`src/rtl/eth_tx_fcs_insert.sv`:
```
// Byte-wide Ethernet TX stage: forwards payload, optionally zero-pads short frames
// and appends the reflected CRC-32 FCS through a single-entry output register.
module eth_tx_fcs_insert #(
  parameter int ENABLE_PADDING   = 1,
  parameter int MIN_FRAME_LENGTH = 64,
  parameter int COUNT_WIDTH      = 16
) (
  input  logic       clk_i,
  input  logic       reset_n_i,
  input  logic [7:0] s_tdata_i,
  input  logic       s_tvalid_i,
  input  logic       s_tlast_i,
  output logic       s_tready_o,
  output logic [7:0] m_tdata_o,
  output logic       m_tvalid_o,
  output logic       m_tlast_o,
  input  logic       m_tready_i
);

  localparam logic [31:0] POLY_REFL = 32'hEDB88320;
  localparam logic [COUNT_WIDTH:0] PAD_TARGET = (COUNT_WIDTH+1)'(MIN_FRAME_LENGTH - 4);

  typedef enum logic [1:0] {ST_PAYLOAD, ST_PAD, ST_FCS} state_t;

  // Bit-serial reflected LFSR, used only at elaboration to derive the parallel masks.
  function automatic logic [31:0] lfsr_serial(input logic [31:0] s, input logic [7:0] d);
    logic [31:0] r;
    r = s;
    for (int k = 0; k < 8; k++) begin
      r = (r >> 1) ^ ((r[0] ^ d[k]) ? POLY_REFL : 32'h0);
    end
    return r;
  endfunction

  function automatic logic [31:0][31:0] gen_mask_state();
    logic [31:0][31:0] m;
    logic [31:0]       col;
    m = '0;
    for (int j = 0; j < 32; j++) begin
      col = lfsr_serial(32'h1 << j, 8'h00);
      for (int i = 0; i < 32; i++) m[i][j] = col[i];
    end
    return m;
  endfunction

  function automatic logic [31:0][7:0] gen_mask_data();
    logic [31:0][7:0] m;
    logic [31:0]      col;
    m = '0;
    for (int j = 0; j < 8; j++) begin
      col = lfsr_serial(32'h0, 8'h1 << j);
      for (int i = 0; i < 32; i++) m[i][j] = col[i];
    end
    return m;
  endfunction

  localparam logic [31:0][31:0] MASK_STATE = gen_mask_state();
  localparam logic [31:0][7:0]  MASK_DATA  = gen_mask_data();

  function automatic logic [31:0] crc_step(input logic [31:0] c, input logic [7:0] b);
    logic [31:0] n;
    n = '0;
    for (int i = 0; i < 32; i++) begin
      n[i] = (^(MASK_STATE[i] & c)) ^ (^(MASK_DATA[i] & b));
    end
    return n;
  endfunction

  state_t                 state_q;
  logic [31:0]            crc_q;
  logic [COUNT_WIDTH-1:0] count_q;
  logic [1:0]             fcs_idx_q;
  logic [7:0]             m_tdata_q;
  logic                   m_tvalid_q;
  logic                   m_tlast_q;

  logic                   free;
  logic [7:0]             crc_byte;
  logic [31:0]            crc_d;
  logic [COUNT_WIDTH-1:0] count_d;
  logic [COUNT_WIDTH:0]   count_inc;
  logic                   pad_needed;
  logic                   pad_done;
  logic [31:0]            fcs_word;
  logic [7:0]             fcs_byte;

  assign free       = !m_tvalid_q || m_tready_i;
  assign crc_byte   = (state_q == ST_PAYLOAD) ? s_tdata_i : 8'h00;
  assign crc_d      = crc_step(crc_q, crc_byte);
  // count_inc is unsaturated so the pad comparison stays correct at the counter limit.
  assign count_inc  = {1'b0, count_q} + (COUNT_WIDTH+1)'(1);
  assign count_d    = (&count_q) ? count_q : count_q + COUNT_WIDTH'(1);
  assign pad_needed = (ENABLE_PADDING != 0) && (count_inc < PAD_TARGET);
  assign pad_done   = (count_inc >= PAD_TARGET);
  assign fcs_word   = ~crc_q;
  assign fcs_byte   = fcs_word[{fcs_idx_q, 3'b000} +: 8];

  assign s_tready_o = reset_n_i && (state_q == ST_PAYLOAD) && free;
  assign m_tdata_o  = m_tdata_q;
  assign m_tvalid_o = m_tvalid_q;
  assign m_tlast_o  = m_tlast_q;

  always_ff @(posedge clk_i or negedge reset_n_i) begin
    if (!reset_n_i) begin
      state_q    <= ST_PAYLOAD;
      crc_q      <= 32'hFFFFFFFF;
      count_q    <= '0;
      fcs_idx_q  <= 2'd0;
      m_tdata_q  <= 8'h00;
      m_tvalid_q <= 1'b0;
      m_tlast_q  <= 1'b0;
    end else if (free) begin
      m_tvalid_q <= 1'b0;
      m_tlast_q  <= 1'b0;
      case (state_q)
        ST_PAYLOAD: begin
          if (s_tvalid_i) begin
            m_tvalid_q <= 1'b1;
            m_tdata_q  <= s_tdata_i;
            crc_q      <= crc_d;
            count_q    <= count_d;
            if (s_tlast_i) begin
              fcs_idx_q <= 2'd0;
              state_q   <= pad_needed ? ST_PAD : ST_FCS;
            end
          end
        end
        ST_PAD: begin
          m_tvalid_q <= 1'b1;
          m_tdata_q  <= 8'h00;
          crc_q      <= crc_d;
          count_q    <= count_d;
          if (pad_done) begin
            fcs_idx_q <= 2'd0;
            state_q   <= ST_FCS;
          end
        end
        ST_FCS: begin
          m_tvalid_q <= 1'b1;
          m_tdata_q  <= fcs_byte;
          fcs_idx_q  <= fcs_idx_q + 2'd1;
          if (fcs_idx_q == 2'd3) begin
            m_tlast_q <= 1'b1;
            crc_q     <= 32'hFFFFFFFF;
            count_q   <= '0;
            state_q   <= ST_PAYLOAD;
          end
        end
        default: state_q <= ST_PAYLOAD;
      endcase
    end
  end

endmodule

```
`config.mk`:
```
export PLATFORM = sky130hd
export DESIGN_NAME = eth_tx_fcs_insert
export DESIGN_NICKNAME = d
export VERILOG_FILES = /design/src/rtl/eth_tx_fcs_insert.sv
export SDC_FILE = /design/constraint.sdc
export NUM_CORES = 1
export LEC_CHECK = 0
export CAP_MARGIN = 20
export CORE_ASPECT_RATIO = 0.8
export CORE_MARGIN = 10
export CORE_UTILIZATION = 55
export DETAILED_ROUTE_END_ITERATION = 10
export PLACE_DENSITY = 0.82
export SYNTH_ARGS = -nofsm -noshare
export SYNTH_HDL_FRONTEND = slang
export SYNTH_SLANG_ARGS = --single-unit
```
`constraint.sdc`:
```
create_clock -name clk_i -period 2.1 [get_ports clk_i]
set_input_delay 0.315 -clock clk_i [delete_from_list [all_inputs] [get_ports clk_i]]
set_output_delay 0.315 -clock clk_i [all_outputs]
set_load 0.02 [all_outputs]
```
==> flow_summary_export.csv <==
group,metric,value,unit
power,power.net_switching,4.934,mW
worst_setup_path,start_kind,"flop",
place,place_area,5485,um2
synth,synthTopCellsByArea,"dfstp_2, xnor2_1, dfrtp_1",
synth,syn_area,4721,um2
final_layout,post-route-util,69.88,%
timing,hold_violations,0,
global_route,use_met1,29.44,%
synth,yosysUniqueCellTypes,57,
final_layout,final_cell_area,5876,um2
global_route,grt_max_degree,63,
floorplan,dieArea,12710,um2
drt,wl_per_cell,18.46,um
floorplan,die_w,123.6,um
synth,syn_inst,516,
power,power.density,1915,nW/um2
synth,yosysTopAreaCell,"dfstp_2",
timing,whs,0.2292,ns
global_route,grt_antenna_before_repair,0,
synth,syn_area_per_cell,9.149,um2
worst_setup_path,r2r-start,"count_q[10]",
global_route,grt_usage,20.83,%
synth,yosysSeqAreaShare,33.71,%
clocking,cts_hold_buf,0,
power,cell_internal_pwr,6.315,mW
drt,drt_first_iter_violations,465,
timing,slew_headroom,46.47,%
worst_setup_path,r2r-end,"fcs_idx_q[0]",
drt,final_antenna_net_count,0,
timing,max_freq,444.5,MHz
timing,rsz0062_at_grt,"yes",
final_layout,layout_commonest_cell,"xnor2_1",
timing,drv_slew,0,
worst_setup_path,worstSetupStartpoint,"count_q[10]",
final_layout,final_cell_mix,"xnor2_1, buf_4, nand2_1, nor2_1, a21oi_1",
worst_setup_path,critical_path_required,2.39,ns
clocking,cts_tree,"built",
timing,setup_viol,4,
worst_setup_path,r2r_slack,-0.15,ns
worst_hold_path,hold_class,"in2async",
clocking,clkSinkCount,62,
worst_setup_path,r2r_cells,6,
power,ir_drop,0.9670,mV
flow_run,drv_cap,0,
timing,worst_clock_skew,0.01074,ns
place,io_buffers,23,
worst_setup_path,path_class,"reg2reg",
synth,synth_warnings,0,
global_route,grt_pass1_wl,21070,um
timing,worst_slack,-0.1495,ns
run_status,violations,"setup timing",
timing,fin_crit,2.250,ns
floorplan,die_y,102.9,um
worst_setup_path,setup.worst_path.end,"fcs_idx_q[0]",
power,swShare,43.86,%
final_layout,antennaDiodeCount,0,
timing,period_share,107.1,%
drt,vias_per_cell,5.912,
synth,synthFlopType,"dfstp_2",
global_route,met2_usage,30.78,%
synth,synth_edf_count,0,
final_layout,instances_no_fill,708,
power,pwr-share-comb,68.1,%
clocking,cts-root-buf,"clkbuf_8",
floorplan,io_pins,24,
global_route,use_met3,4.269,%
run_status,outcome,"finished with violations",
global_route,grt_pass1_vias,4105,
worst_setup_path,crit_fanout,8,
synth,ys_ff_latch,62,
power,leakagePower,2.345,nW
place,dp_hpwl,9019,um
global_route,busiest_layer,"met2",
final_layout,nets,610,
drt,firstDrtPassIters,5,
place,place_inst,679,
final_layout,drive_gt1_share,29.70,%
floorplan,start_util,56.15,%
synth,async_reset_ff_share,100.0,%
worst_setup_path,cp-end-kind,"flop",
global_route,grt-ovfl-total,0,
timing,worst_slew_pin_slew,0.8030,ns
floorplan,num_rows,30,
clocking,clk_latency,0.36,ns
clocking,cts_buffers,9,
power,p_clk_share,9.4,%
drt,post-route-drc-count,0,
clocking,clock_tree.buffer_depth,2,
place,place_congestion,0.9391,
clocking,htree_levels,3,
final_layout,area_delta_synth_final,24.46,%
floorplan,coreArea,8408,um2
synth,synth_top_area_share,17.81,%
synth,syn_nets,535,
drt,vias,4186,
worst_setup_path,arrival,2.54,ns
power,seqPwrFrac,22.5,%
drt,wl,13070,um
clocking,clkTransAtPathRegs,0.08,ns
[how the worst min path moves through the flow]
| stage | from | end | slack [ns] | depth (start not counted) |
|---|---|---|---|---|
| 2_1_floorplan | reset_n_i | count_q[0] | 0.02 | 0 |
| 3_3_place_gp | m_tlast_o | m_tlast_o | 0.47 | 2 |
| 3_5_place_dp | m_tdata_o[0] | m_tdata_o[0] | 0.48 | 1 |
| 4_1_cts | reset_n_i | count_q[8] | 0.25 | 2 |
| 5_1_grt | reset_n_i | count_q[4] | 0.27 | 2 |
| 6_report | reset_n_i | count_q[7] | 0.23 | 2 |
[worst max-delay path, stage by stage (launching register included)]
cell      delay, ns
dfrtp_2        0.42
nand4_1        0.23
nor4_4         0.38
mux2i_2        0.30
o311ai_4       0.19
or4_1          0.54
nand3_1        0.12
[routing by layer]
layer	part of all wire, %	routed length (um)
met1	45	5870
met2	45	5828
met3	8.1	1064
met4	2.3	304
met5	0	0
[cell type report]
class                      count  area [um2]
sequential                    62        1597
clock buffer                   9       123.9
inverter                      20       75.07
fill                         560        2532
multi-input combinational    391        2984
timing repair buffer         107       890.9
clock inverter                 7       65.06
tap                          112       140.1
[synthesized netlist by cell type (6+ instances only)]
master / number
nor2b_1: 9
inv_1: 20
nand4_1: 9
nand2_1: 43
o21a_1: 10
a21oi_1: 38
xnor2_1: 92
xor2_1: 29
o21ai_0: 19
ha_1: 6
dfstp_2: 32
nor2_1: 43
o221ai_1: 8
dfrtp_1: 30
nand3_1: 9
buf_2: 20
mux4_2: 8
clkbuf_1: 15
[per-stage QoR]
step | power (mW) | setup TNS, ns | setup WS [ns]
2_1_floorplan | 7.698 | 0 | 0.009429
3_3_place_gp | 9.522 | -0.2791 | -0.07217
3_5_place_dp | 9.776 | -0.9051 | -0.1821
4_1_cts | 10.99 | -0.4076 | -0.1325
5_1_grt | 11.98 | -1.016 | -0.2777
6_report | 11.25 | -0.4756 | -0.1495
[power groups by stage]
stage	Combinational, mW	Sequential, mW	Clock, mW
final	7.66	2.53	1.06
after global routing	8.27	2.59	1.12
after CTS	7.42	2.51	1.07
after detailed placement	7.25	2.53	0
after global placement	7.03	2.49	0
after floorplan	5.38	2.32	0
[state kept, by name (all words and copies together), names as in the netlist]
name        count
m_tvalid_o      1
fcs_idx_q       2
count_q        16
m_tdata_o       8
m_tlast_o       1
state_q         2
crc_q          32
[cells by family (layout without fill, tap and decap cells)]
family                     count (synthesis)  in the layout  share of synthesized area, %
muxes                                     11             11                         4.479
and+or+nand+nor                          144            144                         15.43
DFF                                       62             62                         33.71
xor gates and xnor gates                 127            127                         24.83
adders and majority gates                  6              6                         1.590
AOI/OAI and AO/OA                        103            103                         14.02
buffers and inverters                     63            143                         5.937
[repair_timing]
item,in CTS,in global routing
buffers inserted,7,6
pin swaps,9,10
setup endpoints to repair,9,39
gates resized for setup,6,22
Power figures use the tool's default switching activity.
